File: config.mk
export PLATFORM = sky130hd
export DESIGN_NAME = result_serializer
export DESIGN_NICKNAME = d
export VERILOG_FILES = /design/src/rtl/result_serializer.sv
export SDC_FILE = /design/constraint.sdc
export NUM_CORES = 1
export LEC_CHECK = 0
export ABC_CLOCK_PERIOD_IN_PS = 2600
export BUFFER_PORTS_ARGS = -buffer_cell sky130_fd_sc_hd__buf_2
export CORE_MARGIN = 2
export CORE_UTILIZATION = 51
export CTS_CLUSTER_DIAMETER = 60
export CTS_CLUSTER_SIZE = 10
export DETAILED_ROUTE_END_ITERATION = 12
export PLACE_DENSITY_LB_ADDON = 0.25
export SLEW_MARGIN = 20
export SYNTH_ARGS = -nofsm -noshare
export SYNTH_HDL_FRONTEND = slang
export SYNTH_SLANG_ARGS = --single-unit
File: constraint.sdc
create_clock -name clock -period 2.6 [get_ports clock]
set_clock_uncertainty 0.2 [all_clocks]
set_input_delay 0.52 -clock clock [delete_from_list [all_inputs] [get_ports clock]]
set_output_delay 0.52 -clock clock [all_outputs]
set_load 0.01 [all_outputs]
File: src/rtl/result_serializer.sv
// Buffers up to two 32-bit result words and streams each one out MSB-first as bytes.
// Define RESULT_SERIALIZER_CHECKSUM_EN to append an XOR checksum byte to each frame.
module result_serializer (
    input  logic        clock,
    input  logic        reset,
    input  logic        io_in_valid,
    output logic        io_in_ready,
    input  logic [31:0] io_in_bits,
    output logic        io_out_valid,
    input  logic        io_out_ready,
    output logic [7:0]  io_out_bits,
    output logic        io_out_last,
    output logic [1:0]  io_count
);

`ifdef RESULT_SERIALIZER_CHECKSUM_EN
    localparam logic [2:0] LAST_IDX = 3'd4;
`else
    localparam logic [2:0] LAST_IDX = 3'd3;
`endif

    logic [31:0] mem_q [2];
    logic        wr_ptr_q, wr_ptr_d;
    logic        rd_ptr_q, rd_ptr_d;
    logic [1:0]  count_q, count_d;
    logic [2:0]  bidx_q, bidx_d;
    logic        push, xfer, pop;
    logic [31:0] head;

    // Ready and valid depend on the registered count only, so a pop never frees a slot in the same cycle.
    assign io_in_ready  = (count_q != 2'd2);
    assign io_out_valid = (count_q != 2'd0);
    assign io_count     = count_q;

    assign push = io_in_valid & io_in_ready;
    assign xfer = io_out_valid & io_out_ready;
    assign pop  = xfer & (bidx_q == LAST_IDX);
    assign head = mem_q[rd_ptr_q];

    assign io_out_last = io_out_valid & (bidx_q == LAST_IDX);

    // NOTE: every output of a combinational block gets a default first, so no latch is inferred.
    always_comb begin
        io_out_bits = 8'h00;
        case (bidx_q)
            3'd0:    io_out_bits = head[31:24];
            3'd1:    io_out_bits = head[23:16];
            3'd2:    io_out_bits = head[15:8];
            3'd3:    io_out_bits = head[7:0];
`ifdef RESULT_SERIALIZER_CHECKSUM_EN
            3'd4:    io_out_bits = head[31:24] ^ head[23:16] ^ head[15:8] ^ head[7:0];
`endif
            default: io_out_bits = 8'h00;
        endcase
    end

    always_comb begin
        wr_ptr_d = wr_ptr_q ^ push;
        rd_ptr_d = rd_ptr_q ^ pop;

        bidx_d = bidx_q;
        if (pop) begin
            bidx_d = 3'd0;
        end else if (xfer) begin
            bidx_d = bidx_q + 3'd1;
        end

        count_d = count_q;
        case ({push, pop})
            2'b10:   count_d = count_q + 2'd1;
            2'b01:   count_d = count_q - 2'd1;
            default: count_d = count_q;
        endcase
    end

    // NOTE: sequential state uses non-blocking assignments so every register samples pre-edge values.
    always_ff @(posedge clock or posedge reset) begin
        if (reset) begin
            wr_ptr_q <= 1'b0;
            rd_ptr_q <= 1'b0;
            count_q  <= 2'd0;
            bidx_q   <= 3'd0;
            // NOTE: the word buffer is reset too, so io_out_bits reads 0x00 while in reset.
            mem_q[0] <= '0;
            mem_q[1] <= '0;
        end else begin
            wr_ptr_q <= wr_ptr_d;
            rd_ptr_q <= rd_ptr_d;
            count_q  <= count_d;
            bidx_q   <= bidx_d;
            if (push) begin
                mem_q[wr_ptr_q] <= io_in_bits;
            end
        end
    end

endmodule

Word level (Yosys, flattened, before mapping)
Index checks and enable logic that the tools add are counted. Widths: inputs -> output; s select.

Flip-flop bits (word level): 71. Word-level logic and storage cells: 41.

Multiplexer cells: 10. $lt $le $gt $ge: 3. Reductions and logical operators: 5. Add/sub/neg operators: 3. Equality and inequality tests: 6. Bitwise operators: 8.

Operator list (number): $mux 32 (4); $bwmux 64 (1); $demux 32 s1 (1); $pmux 8 s4 (1); $eq 3x2->1 const B (2); $mux 3 (2); $reduce_bool 2->1 (3); $and 1x1->1 (4); $ge 2x2->1 const B (2); $not 1->2 (2); $pmux 2 s2 (1); $add 3x1->3 const B (1); $eq 3x1->1 const B (1); $logic_not 3->1 (1); $add 2x1->2 const B (1); $eq 2x1->1 const B (1); $eq 2x2->1 const B (1); $lt 2x1->1 const B (1); $ne 2x2->1 const B (1); $sub 2x1->2 const B (1); $xor 1x1->1 (2); $logic_and 1x1->1 (1).

Longest topological paths before layout
Depth after elaboration: 6. Mapped depth: 7.

Worst setup path before layout
No wires, ideal clock.

Path kind: reg-to-reg. From: register count_q[0], in the netlist io_count[0]. To: register mem_q[20] in the netlist's numbering. Data arrival time: 1.653 ns. Stages on the path, launching flop included: 8. Clock period less this slack: 1.978 ns. Library setup time: 0.125 ns. Slack: 0.622 ns. Required time: 2.275 ns. Cells stage by stage: dfrtp_1 > nand2b_1 > nand2_1 > inv_1 > ha_1 > clkbuf_1 > buf_2 > mux2_2.

Word-level cells in the longest chain between the ends: 2.

RTL lines: start, declared (RTL line 25) `logic [1:0] count_q, count_d;`; start signal, assigned (RTL line 89) `count_q <= count_d;`; $ne 2x2->1 (RTL line 31) `assign io_in_ready = (count_q != 2'd2);`; named net io_in_ready (RTL line 7) `output logic io_in_ready,`; $and 1x1->1 (RTL line 35) `assign push = io_in_valid & io_in_ready;`; end signal, assigned by index (RTL line 92) `mem_q[wr_ptr_q] <= io_in_bits;`; end, declared (RTL line 22) `logic [31:0] mem_q [2];`.

The timed path passes the listed nets, and every way through them passes these cells. A chain may end at the register's enable or synchronous reset.

Final worst setup path
From: register bidx_q[0]. To: output io_out_bits[7].

Word-level cells in the longest chain between the ends: 2.

RTL lines: start, declared (RTL line 26) `logic [2:0] bidx_q, bidx_d;`; start signal, assigned (RTL line 90) `bidx_q <= bidx_d;`; $eq 3x2->1, or another cell as far along (RTL line 45) `case (bidx_q)`; $pmux 8 s4 (*) (RTL line 45); end, declared (RTL line 11) `output logic [7:0] io_out_bits,`.

Mark *: on every way between the ends. The rest lies on a longest branch, timed or not.

==> results by group <==
Run status
  – Status: finished, final reports clean

Placed design
  – Routability Congestion: 0.700
  – Post-DP HPWL: 4540 microns
  – IO buf count: 48

Setup path
  – Worst path required time: 1.88 ns
  – Crit start category: flop
  – WP buf/inv: 2
  – Max incr delay on CP: 0.41 ns
  – CP arrival: 1.74 ns
  – Critical path's top delay family: flip-flops
  – Critical path startpoint: bidx_q[0]$_DFFE_PP0P_
  – Critical path class: reg -> out
  – Worst flop-to-flop path startpoint: io_count[0]$_DFFE_PP0P_
  – Worst path cell trace: ha_1, nand2b_4, buf_4, o22ai_1, or2_1, buf_2
  – Crit path max-delay cell type: dfrtp_1
  – CP max FO: 8
  – Crit. End Element: primary output

Die
  – Die W: 84.6 microns
  – I/O Pins: 49
  – Die ar.: 7160 sq um
  – Die Ht: 84.6 microns
  – Core area: 6310 sq um
  – Initial Util: 0.525
  – Rows: 29

Drt
  – Vias per cell: 5.42
  – Initial DRC Count: 79
  – Detailed-router iteration count before antenna repair: 4
  – DR DRC count: 0
  – Mean routed wirelength per cell: 16.5 microns
  – Detailed-route via count: 2044
  – Routed wire length: 6200 microns
  – Routed Antenna Nets: 0

Synth
  – Synth warn: 0
  – Syn Area/Cell: 13.6 sq um
  – Yosys cell types: 22
  – Flops & latches, synth: 71
  – Sequential area share after synthesis: 0.536
  – Cells after synthesis: 243
  – Cell Area, Synth: 3320 sq um
  – Syn Nets: 286

CTS
  – Clock buffer depth: 2
  – Clk Latency, worst-skew pair: 0.33 ns
  – Clock Sinks: 71
  – Clock root cell: clkbuf_8
  – Clk slew on worst S/H paths: 0.07 ns
  – CTS tree: done
  – H-tree depth: 3
  – Num CTS Buffers: 9

Final layout
  – P&R area growth vs syn: 16.7%
  – Fin util: 0.613
  – Final net count: 339
  – Layout cell share with drive strength beyond 1: 0.463
  – N_diodes: 0

Global route
  – Grt ovf: 0
  – GRT Util Overall: 0.191
  – First-pass GRT wire length: 10700 microns
  – Vias in the first global route: 2164
  – Initial antenna violation count: 0
  – Largest net degree at the start of global routing: 28

Timing
  – Slew margin rel.: 0.652
  – RSZ-0062 raised after global routing: false
  – Slew @ Worst Pin: 0.517 ns
  – Fin Setup TNS: 0 ns
  – Final hold viol count: 0
  – Max frequency: 407 MHz
  – Post-route minimum period: 2.46 ns
  – Final Setup Violations: 0
  – Pins Over Slew Limit: 0
  – Final period utilization: 0.946

Pwr
  – PD cells: 1340 nW/um^2
  – Max VDD drop: 0.728 mV
  – Static leakage: 0.00181 uW

Worst hold path
  – Min-Delay Path Class: in -> async

Flow run
  – Max cap viols: 0
[what timing repair did]
item | in CTS | in global routing
hold buffers | 0 | 0
gates resized for setup | 0 | 4
setup endpoints to repair | 1 | 8
pin swaps | 0 | 0
setup buffers | 1 | 0
[metrics by stage]
| step | instance area, sq um | instances | worst slack [ns] | hold WS, ns | total power [uW] |
|---|---|---|---|---|---|
| 2_1_floorplan | 3320 | 243 | 0.0834 | 0.257 | 3660 |
| 3_3_place_gp | 3640 | 361 | 0.372 | 0.268 | 4210 |
| 3_5_place_dp | 3640 | 361 | 0.362 | 0.277 | 4270 |
| 4_1_cts | 3860 | 377 | 0.00827 | 0.00825 | 5230 |
| 5_1_grt | 3870 | 377 | 0.0368 | 0.0284 | 5570 |
| 6_report | 3870 | 377 | 0.141 | 0.00297 | 5200 |
[kinds of logic after synthesis]
kind of cell	count (synthesis)	share of synthesized area
AND/OR/NAND/NOR	22	0.0362
flip-flops	71	0.536
multiplexers	96	0.314
XOR/XNOR	4	0.0106
AO/OA/AOI/OAI	20	0.0366
buffers and inverters	23	0.0407
adder cells (fa/ha/maj)	7	0.0264
[Yosys cell counts]
master,instances,area [sq um]
mux2_1,4,45.0
clkbuf_1,2,7.51
a31oi_1,1,6.26
mux2_2,60,676
buf_2,9,45.0
inv_1,7,26.3
mux2i_1,32,320
buf_8,2,30.0
buf_6,2,22.5
nand2_1,5,18.8
dfrtp_1,71,1780
o22ai_1,16,100
buf_1,1,3.75
or2_1,8,50.1
or2_2,1,6.26
nor2_1,2,7.51
ha_1,7,87.6
nor2b_1,1,6.26
nand2b_1,5,31.3
o21ai_0,3,15.0
xnor2_1,2,17.5
xor2_1,2,17.5
[state kept, by name, summed over array words and instances, names as in the netlist]
register and count:
bidx_q 3, io_count 2, mem_q 64, rd_ptr_q 1, wr_ptr_q 1
[worst paths after layout]
path                                          to  slack (ns)  cells after the start
max in group asynchronous     rd_ptr_q$_DFF_PP0_        1.50                      3
setup reg to reg           mem_q[53]$_DFFE_PP0P_        0.52                      6
hold reg to reg            mem_q[62]$_DFFE_PP0P_        0.29                      1
min in group clock         bidx_q[2]$_DFFE_PP0P_        0.17                      2
hold / removal             mem_q[62]$_DFFE_PP0P_       0.003                      2
setup / recovery                  io_out_bits[7]        0.14                      6
[power breakdown]
group / switching (uW) / internal (uW) / total [uW]
Clock: 392 / 559 / 951
Combinational: 1040 / 1230 / 2270
Sequential: 303 / 1680 / 1980
[cell type report]
class / instances / area, sq um
clock buffer: 11 / 141
timing repair buffer: 58 / 340
multi-input combinational: 149 / 1420
clock inverter: 4 / 70.1
sequential: 71 / 1780
fill: 515 / 2440
inverter: 7 / 26.3
tap: 77 / 96.3
[layout by cell type (no fill, tap or decap), drive strengths merged]
master and instances:
buf 58, o21ai 3, mux2 64, clkbuf 11, nor2 2, nor2b 1, mux2i 32, nand2 5
inv 7, a31oi 1, xor2 2, nand2b 5, xnor2 2, clkinv 2, bufinv 2, ha 7
dfrtp 71, o22ai 16, or2 9
[routing by layer]
metal,routed length [microns],up-vias,GRT usage
li1,-,963,-
met1,3020,1024,0.274
met2,2800,44,0.285
met3,259,13,0.0393
met4,129,0,0.0794
met5,0,-,0
Note: power is estimated with default switching activity, not from simulation.
